--- config.mk ---
export PLATFORM = sky130hd
export DESIGN_NAME = dec_scan_seq
export DESIGN_NICKNAME = d
export VERILOG_FILES = /design/src/rtl/dec_pkg.sv /design/src/rtl/dec_pri_wrap.sv /design/src/rtl/dec_scan_seq.sv
export SDC_FILE = /design/constraint.sdc
export NUM_CORES = 1
export LEC_CHECK = 0
export BUFFER_PORTS_ARGS = -buffer_cell sky130_fd_sc_hd__buf_2
export CORE_ASPECT_RATIO = 1.5
export CORE_MARGIN = 2
export CORE_UTILIZATION = 55
export DETAILED_ROUTE_END_ITERATION = 10
export GPL_ROUTABILITY_DRIVEN = 0
export GPL_TIMING_DRIVEN = 0
export PLACE_DENSITY = 0.9
export SLEW_MARGIN = 20
export SYNTH_ARGS = -nofsm -noshare
export SYNTH_HDL_FRONTEND = slang
export SYNTH_HIERARCHICAL = 1
export SYNTH_SLANG_ARGS = --single-unit
--- constraint.sdc ---
create_clock -name clk -period 2.1 [get_ports clk]
set_clock_uncertainty 0.1 [all_clocks]
set_input_delay 0.525 -clock clk [delete_from_list [all_inputs] [get_ports clk]]
set_output_delay 0.525 -clock clk [all_outputs]
set_load 0.005 [all_outputs]
--- src/rtl/dec_pkg.sv ---
// rtl/dec_pkg.sv - shared state encoding and channel constants for the decoder scan sequencer
package dec_pkg;

    localparam int NUM_CH = 8;
    localparam int CH_W   = $clog2(NUM_CH);

    typedef enum logic [1:0] {
        ST_IDLE  = 2'd0,
        ST_SEEK  = 2'd1,
        ST_DWELL = 2'd2,
        ST_GAP   = 2'd3
    } dec_state_t;

endpackage

--- src/rtl/dec_pri_wrap.sv ---
// rtl/dec_pri_wrap.sv - lowest enabled channel at or above ptr, wrapping to the lowest enabled channel
module dec_pri_wrap
    import dec_pkg::*;
(
    input  logic [NUM_CH-1:0] mask,
    input  logic [CH_W-1:0]   ptr,
    output logic [CH_W-1:0]   idx,
    output logic              any
);

    always_comb begin
        idx = '0;
        any = |mask;
        // Descending scans leave the lowest hit; the second pass overrides with the lowest hit at or above ptr.
        for (int i = NUM_CH - 1; i >= 0; i--) begin
            if (mask[i]) begin
                idx = CH_W'(i);
            end
        end
        for (int i = NUM_CH - 1; i >= 0; i--) begin
            if (mask[i] && (i >= int'(ptr))) begin
                idx = CH_W'(i);
            end
        end
    end

endmodule

--- src/rtl/dec_scan_seq.sv ---
// rtl/dec_scan_seq.sv - sweeps enabled channels of a 3x8 decoder with dwell time and break-before-make gaps
module dec_scan_seq
    import dec_pkg::*;
#(
    parameter int DWELL_W = 8
) (
    input  logic               clk,
    input  logic               rst_n,
    input  logic               start,
    input  logic               stop,
    input  logic               cont,
    input  logic [NUM_CH-1:0]  ch_mask,
    input  logic [DWELL_W-1:0] dwell,
    output logic [CH_W-1:0]    sel,
    output logic               en,
    output logic               busy,
    output logic               done
);

    dec_state_t         r_state;
    dec_state_t         w_next_state;
    logic [CH_W-1:0]    r_ptr;
    logic [CH_W-1:0]    w_next_ptr;
    logic [CH_W-1:0]    r_sel;
    logic [CH_W-1:0]    w_next_sel;
    logic [DWELL_W-1:0] r_cnt;
    logic [DWELL_W-1:0] w_next_cnt;
    logic               r_en;
    logic [CH_W-1:0]    w_idx;
    logic               w_any;
    logic               w_eos;

    dec_pri_wrap u_pri (
        .mask (ch_mask),
        .ptr  (r_ptr),
        .idx  (w_idx),
        .any  (w_any)
    );

    // The sweep ends when no channel above the current one is enabled in the live mask.
    assign w_eos = ((ch_mask >> r_sel) >> 1) == '0;

    always_comb begin
        w_next_state = r_state;
        w_next_ptr   = r_ptr;
        w_next_sel   = r_sel;
        w_next_cnt   = r_cnt;
        done         = 1'b0;
        if (stop) begin
            w_next_state = ST_IDLE;
        end else begin
            case (r_state)
                ST_IDLE: begin
                    if (start && (ch_mask != '0)) begin
                        w_next_state = ST_SEEK;
                        w_next_ptr   = '0;
                    end
                end
                ST_SEEK: begin
                    if (w_any) begin
                        w_next_sel   = w_idx;
                        w_next_cnt   = (dwell == '0) ? DWELL_W'(1) : dwell;
                        w_next_state = ST_DWELL;
                    end else begin
                        w_next_state = ST_IDLE;
                    end
                end
                ST_DWELL: begin
                    w_next_cnt = r_cnt - DWELL_W'(1);
                    if (r_cnt <= DWELL_W'(1)) begin
                        w_next_state = ST_GAP;
                    end
                end
                ST_GAP: begin
                    done = w_eos;
                    if (w_eos) begin
                        w_next_ptr   = '0;
                        w_next_state = cont ? ST_SEEK : ST_IDLE;
                    end else begin
                        w_next_ptr   = r_sel + CH_W'(1);
                        w_next_state = ST_SEEK;
                    end
                end
                default: w_next_state = ST_IDLE;
            endcase
        end
    end

    always_ff @(posedge clk or negedge rst_n) begin
        if (!rst_n) begin
            r_state <= ST_IDLE;
            r_ptr   <= '0;
            r_sel   <= '0;
            r_cnt   <= '0;
            r_en    <= 1'b0;
        end else begin
            r_state <= w_next_state;
            r_ptr   <= w_next_ptr;
            r_sel   <= w_next_sel;
            r_cnt   <= w_next_cnt;
            r_en    <= (w_next_state == ST_DWELL);
        end
    end

    assign sel  = r_sel;
    assign en   = r_en;
    assign busy = (r_state != ST_IDLE);

endmodule

Word-level counts from Yosys, hierarchy flattened

Index checks and enable logic that the tools add are counted.

Bits in registers: 17
Latch bits: 0
Memory bits (writable): 0
Memory bits (read-only): 0
Input bits: 21
Output and inout bits: 6
Word-level logic and storage cells: 72
Memories kept: 0

Add/subtract/negate cells: 2
Multipliers: 0
Div/mod/pow operators: 0
Magnitude comparators: 8
Equality and inequality tests: 6
Shifts and indexed selects: 1
Muxes and demuxes: 30
Bitwise logic cells: 1
Reductions and logical operators: 19

Operator list:

| cell                | count |
|---|---|
| $mux 3              | 17 |
| $logic_not 8->1     | 2 |
| $mux 8              | 2 |
| $pmux 8 s2          | 1 |
| $ge 3x3->1 const A  | 3 |
| $reduce_and 3->1    | 3 |
| $le 8x1->1 const B  | 1 |
| $logic_and 1x1->1   | 8 |
| $mux 2              | 4 |
| $pmux 2 s4          | 1 |
| $reduce_bool 8->1   | 1 |
| $reduce_or 8->1     | 1 |
| $shr 8x3->8         | 1 |
| $sub 8x1->8 const B | 1 |
| $eq 2x2->1 const B  | 3 |
| $ge 1x3->1 const A  | 2 |
| $ge 2x3->1 const A  | 2 |
| $pmux 3 s2          | 1 |
| $reduce_bool 2->1   | 3 |
| $mux 1              | 4 |
| $add 3x1->3 const B | 1 |
| $eq 2x1->1 const B  | 1 |
| $logic_not 2->1     | 1 |
| $ne 2x1->1 const B  | 1 |
| 2 further kinds     | 2 |

Logic depth before layout (Yosys ltp)

Depth after elaboration: 15
Gate-level depth with buffers: 7
Gate-level depth less buffers: 7

Modules after synthesis

The synthesis kept the hierarchy.

Modules (own cells, without submodules):

| module       | instances | cells an instance | area an instance (um^2) |
|---|---|---|---|
| dec_scan_seq | 1         | 131               | 1133.6 |
| dec_pri_wrap | 1         | 42                | 242.7 |

Least setup slack after synthesis

No wires, ideal clock.

Path type: input port to flip-flop
From: input port ch_mask[6]
To: register r_cnt[7]
Library setup time: 0.128 ns
Data arrival time: 1.772 ns
Required time: 1.872 ns
Setup slack: 0.100 ns
Cell stages on the path: 7
Cell sequence: or3_1 or3b_1 nand2_1 a21oi_1 buf_4 a21oi_1 a21oi_1

Word-level cells in the longest chain between the ends: 3

Ends and longest elaborated chain:

| what                       | line                | RTL |
|---|---|---|
| from (decl)                | dec_scan_seq.sv:12  | `input logic [NUM_CH-1:0] ch_mask,` |
| $reduce_or 8->1            | dec_pri_wrap.sv:13  | `any = \|mask;` |
| via w_any                  | dec_scan_seq.sv:30  | `logic w_any;` |
| $ne 2x1->1 (no line)       | -                   |  |
| $reduce_and 3->1 (no line) | -                   |  |
| to (signal assigned)       | dec_scan_seq.sv:100 | `r_cnt <= w_next_cnt;` |
| to (decl)                  | dec_scan_seq.sv:26  | `logic [DWELL_W-1:0] r_cnt;` |

The timed path passes the listed nets, and every way through them passes these cells.
A chain may end at the register's enable or synchronous reset.

Final worst setup path

From: register r_sel[0] (netlist: sel[0])
To: output port done

Word-level cells in the longest chain between the ends: 4

Ends and longest elaborated chain:

| what                   | line               | RTL |
|---|---|---|
| from (decl)            | dec_scan_seq.sv:24 | `logic [CH_W-1:0] r_sel;` |
| from (signal assigned) | dec_scan_seq.sv:99 | `r_sel <= w_next_sel;` |
| $shr 8x3->8            | dec_scan_seq.sv:41 | `assign w_eos = ((ch_mask >> r_sel) >> 1) == '0;` |
| $logic_not 8->1        | dec_scan_seq.sv:41 |  |
| $mux 1                 | dec_scan_seq.sv:52 | `case (r_state)` |
| $mux 1                 | dec_scan_seq.sv:49 | `if (stop) begin` |
| to (decl)              | dec_scan_seq.sv:17 | `output logic done` |

Every way passes these cells.

==> run metrics <==
Simple-Gate Fraction of Synth Area=0.219; failing checks=negative setup slack; net switching power=554 uW; worst-skew pair later-pin latency=0.31 ns; Synth Area in Compound Gates=0.316; RSZ-0062 raised after global routing=true; Avg Cell Area, Syn=7.96 sq um; Synth top area share=0.309; Peak VDD IR=0.479 mV; setup violators final=1; Clock power frac=0.146; crit path max fanout=4; Final Instance Area=0.00160 sq mm; Max Slew Vio Count=0; CTS Buffer Depth=2; Seq cells post-synth=17; Post-Route WL=3360 um; final hold viol count=0; Area contributors post-synth=dfrtp_1, a21oi_1, ha_1; Post-route DRC=0; root buffer cell=clkbuf_4; Inst Count DP=223; relative slew slack=0.734; cell accounting for the most synthesized area=dfrtp_1; Pint=747 uW; Synth async-reset ratio=1.00; Synth Warn #=6; Lkg Pwr=0.000696 uW; Pwr Total=1300 uW; Post-synth EDFFs=0; CTS tree=yes; Layout area overhead=16.5%; top-count cell post-synth=a21oi_1; DP HPWL=2390 um; share of post-route cells with drive strength above 1=0.243; largest family of logic cells by synthesized area=compound AO/OA/AOI/OAI gates; initial antenna violation count=0; DP Area=0.00154 sq mm; via count=1469; Total GRT Usage=0.255; die height=65.3 um; Post-Layout Cell Count=230; drt first pass iters=4; first-pass GRT wire length=5660 um; achievable frequency=468 MHz; die width=44.8 um; Comb power frac=0.409; top_reg_cell synth=dfrtp_1; Net Count, Synth=203; Hold WC Path Type=input pin to asynchronous set/reset pin; final worst slack=-0.0390 ns; GR Layer Usage met3=0.0165; Starting Density=0.568; nets=237; sequential-to-total area share from yosys stat=0.309; Mapped Area=0.00138 sq mm; GRT busiest layer=met2; CP endpoint kind=output pin; number of library cell types mapped by synthesis=43; vias in the first global route=1366; final worst path period share=1.02; status=finished with violations; Final min period=2.14 ns; CTS Hold Bufs=0; Top-Level Pins=27; Setup crit start kind=flip-flop; pin count of the biggest net entering global routing=18; Cell Rows=22; CTS Buf Count=3; Slew @ Worst Pin=0.400 ns; vias per cell=6.39; clk slew on worst S/H paths=0.11 ns; initial drt markers=47; Inserted Diodes=0; post-route ant nets=0; arrival time at the worst endpoint=1.51 ns; Clock Sinks=17; Flop pwr share=0.445; H-Tree Depth=1; PwrDens=810 mW/mm^2; mux contribution to synthesized area=0.0164; Hold WS=0.0145 ns; Core Region=0.00242 sq mm; CP Data Required Time=1.47 ns; MaxCap Viol Count=0; total gr overflow=0; Synth Instances=173; area of the die=0.00293 sq mm; routed len/inst=14.6 um; synth cell count leaders=a21oi_1, nand2_1, dfrtp_1, inv_1, nor2_1; critical path class=flip-flop to output pin; met1 usage=0.278; met2 GRT Util=0.478; xor and xnor area share after synthesis=0.00636; adder-cell share of the synthesized area=0.0818; sw frac=0.426; I/O Buffers=26; Fill cells=205
==> stage by stage <==
| step | TNS, ns | utilization | setup slack [ns] |
|---|---|---|---|
| global placement | -0.647 | 0.634 | -0.174 |
| CTS | -0.0557 | 0.659 | -0.0557 |
| global route | -0.133 | 0.662 | -0.133 |
| finish | -0.0390 | 0.662 | -0.0390 |
| detailed placement | -0.834 | 0.634 | -0.176 |
| floorplan | 0 | - | 0.100 |
==> kinds of logic (layout without fill, tap and decap cells) <==
group / count (synthesis) / after routing
buffers and inverters: 17 / 50
muxes: 2 / 2
adders and majority gates: 9 / 9
xor gates and xnor gates: 1 / 1
and+or+nand+nor: 59 / 59
AOI/OAI and AO/OA: 68 / 68
DFF: 17 / 17
==> layout by cell type, fill, tap and decap left out, drive strengths merged, types with 3 or more instances in the layout <==
cell type	instances
nor2b	4
a22o	4
o32ai	3
o21ai	11
nand3	3
nand2	19
o22ai	4
ha	9
inv	13
nand2b	4
nor2	13
buf	32
or3	3
dfrtp	17
a221oi	3
nor4	4
a21oi	25
a31oi	3
clkbuf	4
==> what timing repair did <==
action / in CTS / in global routing
endpoints found under the setup margin: 1 / 2
pin swaps: 4 / 2
resized for setup: 4 / 2
setup buffers: 2 / 1
==> path summary, 6_finish.rpt <==
kind,to,cells after the start,slack [ns],from
setup / recovery,done,6,-0.04,sel[0]
min in group clk,r_state[0],2,0.40,stop
hold / removal,r_state[0],1,0.01,rst_n
max in group asynchronous,sel[0],1,1.58,rst_n
setup reg to reg,en,7,0.23,r_state[0]
hold reg to reg,r_ptr[1],1,0.42,r_ptr[1]
==> per-layer routing <==
metal / vias up / part of all wire
met1: 699 / 0.41
met3: 7 / 0.046
li1: 705 / -
met4: 0 / 0.024
met2: 58 / 0.52
met5: - / 0
==> registers in the layout (all words and copies together) (netlist names) <==
register	count
en	1
r_cnt	8
r_ptr	3
r_state	2
sel	3
==> critical path, stage by stage, from the launching register on <==
cell and delay [ns]:
dfrtp_2 0.41, inv_2 0.03, a21o_1 0.15, a221oi_2 0.25, o221ai_2 0.14, nor2_1 0.10
buf_2 0.11
==> final cells by class <==
class                   instances  area [sq um]  share of cell area
inverters                      13          48.8              0.0304
flip-flops and latches         17           427               0.266
clock inverters                 1          7.51             0.00468
repair buffers                 29           153              0.0952
multi-input cells             139           893               0.557
plain buffers                   4          22.5              0.0140
well taps                      24          30.0              0.0187
clock buffers                   3          22.5              0.0140
==> power by group through the flow <==
stage | clock network [uW] | registers, uW | logic [uW]
global placement | 0 | 576 | 479
floorplan | 0 | 547 | 358
CTS | 189 | 571 | 526
finish | 190 | 578 | 532
detailed placement | 0 | 579 | 492
global route | 207 | 591 | 610
Power figures use the tool's default switching activity.
